### src/rtl/lc3_pipeline_controller.sv
// LC3 pipeline sequencer: per-stage enables, branch resolution,
// load/store memory stalls and ALU result bypass selection.
module lc3_pipeline_controller (
  input  logic        clock,
  input  logic        reset,
  input  logic        complete_instr,
  input  logic        complete_data,
  input  logic [15:0] IR,
  input  logic [15:0] IR_Exec,
  input  logic [2:0]  NZP,
  input  logic [2:0]  psr,
  output logic        enable_fetch,
  output logic        enable_updatePC,
  output logic        enable_decode,
  output logic        enable_execute,
  output logic        enable_writeback,
  output logic        br_taken,
  output logic        bypass_alu_1,
  output logic        bypass_alu_2,
  output logic [1:0]  mem_state
);

  localparam logic [3:0] OP_BR  = 4'b0000;
  localparam logic [3:0] OP_ADD = 4'b0001;
  localparam logic [3:0] OP_LD  = 4'b0010;
  localparam logic [3:0] OP_ST  = 4'b0011;
  localparam logic [3:0] OP_AND = 4'b0101;
  localparam logic [3:0] OP_LDR = 4'b0110;
  localparam logic [3:0] OP_STR = 4'b0111;
  localparam logic [3:0] OP_NOT = 4'b1001;
  localparam logic [3:0] OP_LDI = 4'b1010;
  localparam logic [3:0] OP_STI = 4'b1011;
  localparam logic [3:0] OP_JMP = 4'b1100;
  localparam logic [3:0] OP_LEA = 4'b1110;

  typedef enum logic [2:0] {
    S_RUN, S_BR1, S_BR2, S_MEM1, S_MEM2, S_LDWB
  } state_t;

  state_t r_state, w_state_nxt;
  logic   r_vd, r_ve, r_vw;
  logic   w_vd_nxt, w_ve_nxt, w_vw_nxt;

  logic [3:0] w_op_d, w_op_e;
  logic       w_alu_e, w_regwr_e, w_memop_e, w_load_e, w_indirect_e;
  logic       w_ctrl_d, w_src1_d, w_src2_d, w_byp_base;

  assign w_op_d       = IR[15:12];
  assign w_op_e       = IR_Exec[15:12];
  assign w_alu_e      = (w_op_e == OP_ADD) || (w_op_e == OP_AND) || (w_op_e == OP_NOT);
  assign w_regwr_e    = w_alu_e || (w_op_e == OP_LEA);
  assign w_load_e     = (w_op_e == OP_LD) || (w_op_e == OP_LDR) || (w_op_e == OP_LDI);
  assign w_memop_e    = w_load_e || (w_op_e == OP_ST) || (w_op_e == OP_STR) ||
                        (w_op_e == OP_STI);
  assign w_indirect_e = (w_op_e == OP_LDI) || (w_op_e == OP_STI);
  assign w_ctrl_d     = (w_op_d == OP_BR) || (w_op_d == OP_JMP);
  assign w_src1_d     = (w_op_d == OP_ADD) || (w_op_d == OP_AND) || (w_op_d == OP_NOT) ||
                        (w_op_d == OP_ST)  || (w_op_d == OP_STR) || (w_op_d == OP_LDR);
  assign w_src2_d     = ((w_op_d == OP_ADD) || (w_op_d == OP_AND)) && !IR[5];
  assign w_byp_base   = r_vw && w_alu_e && r_ve;

  // State and valid-bit registers with synchronous active-low reset
  always_ff @(posedge clock) begin
    if (!reset) begin
      r_state <= S_RUN;
      r_vd    <= 1'b0;
      r_ve    <= 1'b0;
      r_vw    <= 1'b0;
    end else begin
      r_state <= w_state_nxt;
      r_vd    <= w_vd_nxt;
      r_ve    <= w_ve_nxt;
      r_vw    <= w_vw_nxt;
    end
  end

  // Next-state, valid-bit advance and output decode; reset forces idle outputs
  always_comb begin
    enable_fetch     = 1'b0;
    enable_updatePC  = 1'b0;
    enable_decode    = 1'b0;
    enable_execute   = 1'b0;
    enable_writeback = 1'b0;
    br_taken         = 1'b0;
    bypass_alu_1     = 1'b0;
    bypass_alu_2     = 1'b0;
    mem_state        = 2'd3;
    w_state_nxt      = r_state;
    w_vd_nxt         = r_vd;
    w_ve_nxt         = r_ve;
    w_vw_nxt         = r_vw;
    if (reset) begin
      case (r_state)
        S_RUN: begin
          bypass_alu_1 = w_byp_base && w_src1_d && (IR_Exec[11:9] == IR[8:6]);
          bypass_alu_2 = w_byp_base && w_src2_d && (IR_Exec[11:9] == IR[2:0]);
          if (r_vw && w_memop_e) begin
            w_state_nxt = S_MEM1;
          end else if (r_ve && w_ctrl_d) begin
            // Branch still executes this cycle; younger fetch/decode are squashed
            enable_execute   = 1'b1;
            enable_writeback = r_vw && w_regwr_e;
            w_state_nxt      = S_BR1;
            w_vd_nxt         = 1'b0;
          end else if (complete_instr) begin
            enable_fetch     = 1'b1;
            enable_updatePC  = 1'b1;
            enable_decode    = r_vd;
            enable_execute   = r_ve;
            enable_writeback = r_vw && w_regwr_e;
            w_vd_nxt         = 1'b1;
            w_ve_nxt         = r_vd;
            w_vw_nxt         = r_ve;
          end
        end
        S_BR1: w_state_nxt = S_BR2;
        S_BR2: begin
          enable_updatePC = 1'b1;
          br_taken        = (w_op_e == OP_JMP) ? 1'b1 : |(NZP & psr);
          w_state_nxt     = S_RUN;
          w_vd_nxt        = 1'b0;
          w_ve_nxt        = 1'b0;
          w_vw_nxt        = 1'b0;
        end
        S_MEM1: begin
          mem_state = w_indirect_e ? 2'd1 : (w_load_e ? 2'd0 : 2'd2);
          if (complete_data) begin
            if (w_indirect_e) begin
              w_state_nxt = S_MEM2;
            end else if (w_load_e) begin
              w_state_nxt = S_LDWB;
            end else begin
              w_state_nxt = S_RUN;
              w_vw_nxt    = 1'b0;
            end
          end
        end
        S_MEM2: begin
          mem_state = w_load_e ? 2'd0 : 2'd2;
          if (complete_data) begin
            if (w_load_e) begin
              w_state_nxt = S_LDWB;
            end else begin
              w_state_nxt = S_RUN;
              w_vw_nxt    = 1'b0;
            end
          end
        end
        S_LDWB: begin
          enable_writeback = 1'b1;
          w_state_nxt      = S_RUN;
          w_vw_nxt         = 1'b0;
        end
        default: w_state_nxt = S_RUN;
      endcase
    end
  end

endmodule
### config.mk
export PLATFORM = sky130hd
export DESIGN_NAME = lc3_pipeline_controller
export DESIGN_NICKNAME = d
export VERILOG_FILES = /design/src/rtl/lc3_pipeline_controller.sv
export SDC_FILE = /design/constraint.sdc
export NUM_CORES = 1
export LEC_CHECK = 0
export ABC_AREA = 1
export BUFFER_PORTS_ARGS = -buffer_cell sky130_fd_sc_hd__buf_4
export CORE_ASPECT_RATIO = 1.2
export CORE_UTILIZATION = 40
export CTS_CLUSTER_DIAMETER = 30
export DETAILED_ROUTE_END_ITERATION = 8
export GPL_ROUTABILITY_DRIVEN = 0
export PLACE_DENSITY = 0.79
export SLEW_MARGIN = 20
export SYNTH_ARGS = -nofsm -noshare
export SYNTH_HDL_FRONTEND = slang
export SYNTH_SLANG_ARGS = --single-unit
export TNS_END_PERCENT = 5
### constraint.sdc
create_clock -name clock -period 1.55 [get_ports clock]
set_clock_uncertainty 0.1 [all_clocks]
set_input_delay 0.31 -clock clock [delete_from_list [all_inputs] [get_ports clock]]
set_output_delay 0.31 -clock clock [all_outputs]
set_load 0.02 [all_outputs]
# Yosys cells after proc, flatten, opt, wreduce, memory -nomap -nowiden

Index checks and enable logic that the tools add are counted.

Flip-flop bits (word level): 6
Input port bits: 42
Output and inout bits: 10
Logic and storage cells: 130

Equality and inequality tests: 33
Muxes and demuxes: 56
Bitwise logic cells: 1
Reduce and logical (&&, ||, !) cells: 36

Operator list:

| kind                                                | count |
|---|---|
| 2-to-1 mux 1 bit                                    | 40 |
| equality test 4 bit, second input constant          | 7 |
| equality test 4 x 3 -> 1 bit, second input constant | 6 |
| 2-to-1 mux 3 bit                                    | 6 |
| logical OR 1 bit                                    | 15 |
| equality test 4 x 2 -> 1 bit, second input constant | 3 |
| inequality test 2 bit, second input constant        | 6 |
| case mux 3 bit (4 select lines)                     | 1 |
| logical AND 1 bit                                   | 10 |
| equality test 4 x 1 -> 1 bit, second input constant | 2 |
| case mux 1 bit (2 select lines)                     | 4 |
| AND reduction 7 bit                                 | 1 |
| equality test 3 x 2 -> 1 bit, second input constant | 2 |
| equality test 3 bit                                 | 2 |
| equality test 3 bit, second input constant          | 2 |
| 2-to-1 mux 2 bit                                    | 3 |
| inequality test 3 bit, second input constant        | 2 |
| AND reduction 3 bit                                 | 2 |
| logical NOT 4 bit                                   | 1 |
| case mux 1 bit (4 select lines)                     | 1 |
| case mux 2 bit (2 select lines)                     | 1 |
| AND reduction 4 bit                                 | 1 |
| nonzero test 4 bit                                  | 1 |
| bitwise AND 3 bit                                   | 1 |
| other kinds (6)                                     | 6 |

# Depth between registers and ports, before layout

Word-level depth: 10
Gate-level depth with buffers: 11
Depth with buffers taken out: 11

# Worst setup path after synthesis

No wires, ideal clock.

Path type: register -> output
Start point: register r_state[1]
End point: output enable_decode
Arrival: 1.259 ns
Data required time: 1.140 ns
Slack: -0.119 ns
Cell stages (with the launch flop): 8
Path buffers: 0
Path through: dfxtp_1 > nor2_2 > nand2_4 > inv_4 > nand2_4 > nor2_2 > nand2_1 > nor2_1

Longest elaborated chain between the ends: 3

RTL lines:

| element                | RTL line | source |
|---|---|---|
| start, declared        | 40       | `state_t r_state, w_state_nxt;` |
| start signal, assigned | 70       | `r_state <= w_state_nxt;` |
| logical NOT 3 bit      | 93       | `case (r_state)` |
| 2-to-1 mux 1 bit       | 93       |  |
| 2-to-1 mux 1 bit       | 92       | `if (reset) begin` |
| end, declared          | 14       | `output logic enable_decode,` |

No other way between the ends.

# Final worst setup path

Start point: register r_state[0]
End point: output enable_writeback

Longest elaborated chain between the ends: 3
Elaborated cells between the ends (all ways): 4
Those cells by class: 1 x eq/ne; 2 x mux; 1 x reduce/logical

RTL lines:

| element                                                         | RTL line | source |
|---|---|---|
| equality test 3 bit / logical NOT 3 bit (equally long branches) | 93       |  |
| case mux 1 bit (2 select lines) *                               | 93       |  |
| 2-to-1 mux 1 bit *                                              | 92       |  |
| end, declared                                                   | 16       | `output logic enable_writeback,` |

Every way passes the cells marked *; elsewhere a longest branch is shown, timed or not.

==> impl_metrics.yaml <==
timing:
  rsz_0062_raised_after_global_routing: "yes"
  finalHoldViolations: 0
  report.final.slew_viol_count: 0
  crit_path_setup_slack_layout_ps: -259.4
  max_clock_freq_mhz: 552.7
  period_minus_slack_ps: 1809
  timing_worst_slew_pin_value_ps: 228.1
  timing.slew.headroom: 0.8467
  setup_viol: 12
  timing.final.crit_share: 1.167
flow_run:
  maxCapViolCount: 0
detailed_routing:
  detail_route.iter0.violations: 35
  antenna_left: 0
  avgViaCountPerCell: 5.317
  postRouteWirelength_um: 3165
  firstDrtPassIters: 4
  dr_total_vias: 1207
  route.detailed.drc: 0
  avgRoutedWirePerCell_um: 13.94
finish:
  finish.utilization: 0.8571
  final_nets: 253
  syn_to_final_growth_pct: 95.92
  final_layout_size_suffix_gt1_frac: 0.5167
  antennaDiodeCount: 0
  count_of_non_filler_cells_in_the_finished_layout: 227
floorplan:
  fp.dieH_um: 48.98
  initial_utilization: 0.4375
  coreArea_mm2: 0.001682
  floorplan.die.width_um: 41.15
  die-area_mm2: 0.002016
  number_of_placement_rows: 16
  pin_count: 52
clock_tree:
  clock_latency_ps: 260
  ctsHtreeMaxLevel: 1
  cts_max_path_buffers: 2
  postCtsHoldBufs: 0
  worst_setup_hold_path_clk_slew_ps: 50
  tritoncts: "yes"
  clock_tree.root_cell: "sky130_fd_sc_hd__clkbuf_4"
  cts_bufs_inserted: 3
  tritoncts_num_sinks: 6
power_and_ir_drop:
  switching_share: 0.4790
  internal_pwr_total_mw: 0.8803
  power_frac_seq: 0.156
  pwr-share-clk: 0.093
  powerDensity_mw_per_mm2: 1172
  p_total_mw: 1.690
  cellLeakagePower_nw: 0.7846
  power_frac_comb: 0.751
  vdd_ir_drop_max_mv: 0.7595
  power.switching_mw: 0.8092
yosys:
  synth.area.top_cells: "sky130_fd_sc_hd__nand2_1 (18%), sky130_fd_sc_hd__dfxtp_1 (16%), sky130_fd_sc_hd__inv_1 (11%)"
  synth-async-reset-ratio: 0
  synth_area_per_cell_um2: 5.450
  yosys_warning_total: 0
  synthDominantAreaCellType: "sky130_fd_sc_hd__nand2_1"
  synth-main-ff-cell: "sky130_fd_sc_hd__dfxtp_1"
  postSynthCellCount: 135
  synth-seq-area-share: 0.1633
  synth_area_um2: 735.7
  count_of_cell_types_in_the_netlist: 23
  synth_top_cell_area_share: 0.1786
  synth_nets: 177
  synth_enable_flop_cells: 0
  synth.ff_latch_count: 6
placement:
  dp.cells: 212
  portBuffers: 37
  dp_hpwl_um: 2025
global_routing:
  grt_first_pass_wirelength_um: 4519
  globalRouteOverflowTotal: 0
  grt_pass1_vias: 1124
  antenna_violations_before_repair: 0
  grtUsageTotal: 0.3259
  grt_start_max_net_pins: 8
worst_setup_path:
  critPathArrivalTime_ps: 1400
  worst-endpoint-required_ps: 1140
  worst_setup_path_end_kind: "primary output"
  start_kind: "register"
  peak_fanout_along_the_critical_path: 3
  ff2ff_path_depth: 15
  timing_worst_setup_path_type: "register to primary output"
status:
  outcome: "finished with violations"
  failed_checks: "setup timing"
min_path:
  hold_depth: 3
  holdCritPathClass: "input port to register"
[final timing paths]
| check | slack (ps) | from | endpoint |
|---|---|---|---|
| min reg2reg | 450 | r_vd$_SDFFE_PN0P_ | r_vd$_SDFFE_PN0P_ |
| max | -260 | r_state[0]$_SDFFE_PN0P_ | enable_writeback |
| max reg2reg | -190 | r_state[1]$_SDFFE_PN0P_ | r_vw$_SDFFE_PN0P_ |
| min | 240 | reset | r_ve$_SDFFE_PN0P_ |
[kinds of logic (layout without fill, tap and decap cells)]
group                     after synthesis  in the layout  share of synthesized area
DFF                                     6              6                     0.1633
buffers and inverters                  24             98                     0.1259
and+or+nand+nor                        84             84                     0.5255
xor gates and xnor gates                4              4                    0.04763
AOI/OAI and AO/OA                      17             17                     0.1378
[timing repair]
| item | in CTS | in global routing |
|---|---|---|
| setup endpoints to repair | 10 | 12 |
| pin swaps | 8 | 6 |
| endpoints found under the hold margin | 0 | 0 |
| buffers inserted | 9 | 3 |
| gates resized for setup | 24 | 13 |
[registers in the layout, indices dropped and copies added (netlist names)]
name / count
r_state: 3
r_vd: 1
r_ve: 1
r_vw: 1
[stage by stage]
step | setup TNS [ps] | instance area (um^2) | worst slack [ps] | hold slack [ps]
after floorplan | -142.2 | 742.0 | -68.19 | 330.4
after global placement | -340.2 | 1207 | -105.3 | 370.0
after detailed placement | -545.1 | 1207 | -140.0 | 418.3
after CTS | -1862 | 1375 | -218.9 | 246.0
after global routing | -3079 | 1441 | -328.4 | 252.1
final | -2130 | 1441 | -259.4 | 244.6
[metal layers]
layer,up-vias,GRT usage,share of wire
li1,584,-,-
met1,558,0.2986,0.36
met2,50,0.6458,0.56
met3,15,0.04566,0.035
met4,0,0.09677,0.046
met5,-,0,0
[layout by cell type (no fill, tap or decap), drive strengths merged, types with 3 or more instances in the layout]
master	netlist	layout
a21oi	10	10
buf	0	71
clkbuf	0	3
dfxtp	6	6
inv	24	24
nand2	40	40
nand3	15	15
nand4	3	3
nor2	21	21
nor3	4	4
o21ai	3	3
[critical path, stage by stage (launching register included)]
cell and delay, ps:
sky130_fd_sc_hd__dfxtp_2 330, sky130_fd_sc_hd__nor2_4 140, sky130_fd_sc_hd__nand2_4 80, sky130_fd_sc_hd__inv_4 70, sky130_fd_sc_hd__nand2_4 60, sky130_fd_sc_hd__inv_2 70, sky130_fd_sc_hd__nand3_2 100, sky130_fd_sc_hd__a21oi_2 160
sky130_fd_sc_hd__buf_6 130
[cells in the mapped netlist (2+ instances only)]
cell type and number:
sky130_fd_sc_hd__a21oi_1 8, sky130_fd_sc_hd__a21oi_2 2, sky130_fd_sc_hd__dfxtp_1 6, sky130_fd_sc_hd__inv_1 21, sky130_fd_sc_hd__inv_2 2, sky130_fd_sc_hd__nand2_1 35, sky130_fd_sc_hd__nand2_2 2, sky130_fd_sc_hd__nand2_4 3
sky130_fd_sc_hd__nand3_1 15, sky130_fd_sc_hd__nand4_1 3, sky130_fd_sc_hd__nor2_1 17, sky130_fd_sc_hd__nor2_2 4, sky130_fd_sc_hd__nor3_1 4, sky130_fd_sc_hd__o21ai_0 2, sky130_fd_sc_hd__xnor2_1 2, sky130_fd_sc_hd__xor2_1 2
[area by class of cell]
class,count,area [um^2]
sequential,6,126.4
inverter,24,100.1
fill,107,240.2
tap,18,22.52
clock buffer,3,22.52
multi-input combinational,105,603.1
timing repair buffer,71,566.8
[power groups by stage]
stage	clock network (mW)	registers [mW]	logic, mW
after detailed placement	0	0.246	1.03
after CTS	0.155	0.259	1.15
after floorplan	0	0.257	0.577
after global placement	0	0.244	1.00
after global routing	0.170	0.272	1.38
final	0.157	0.264	1.27
(Power assumes the default switching activity.)
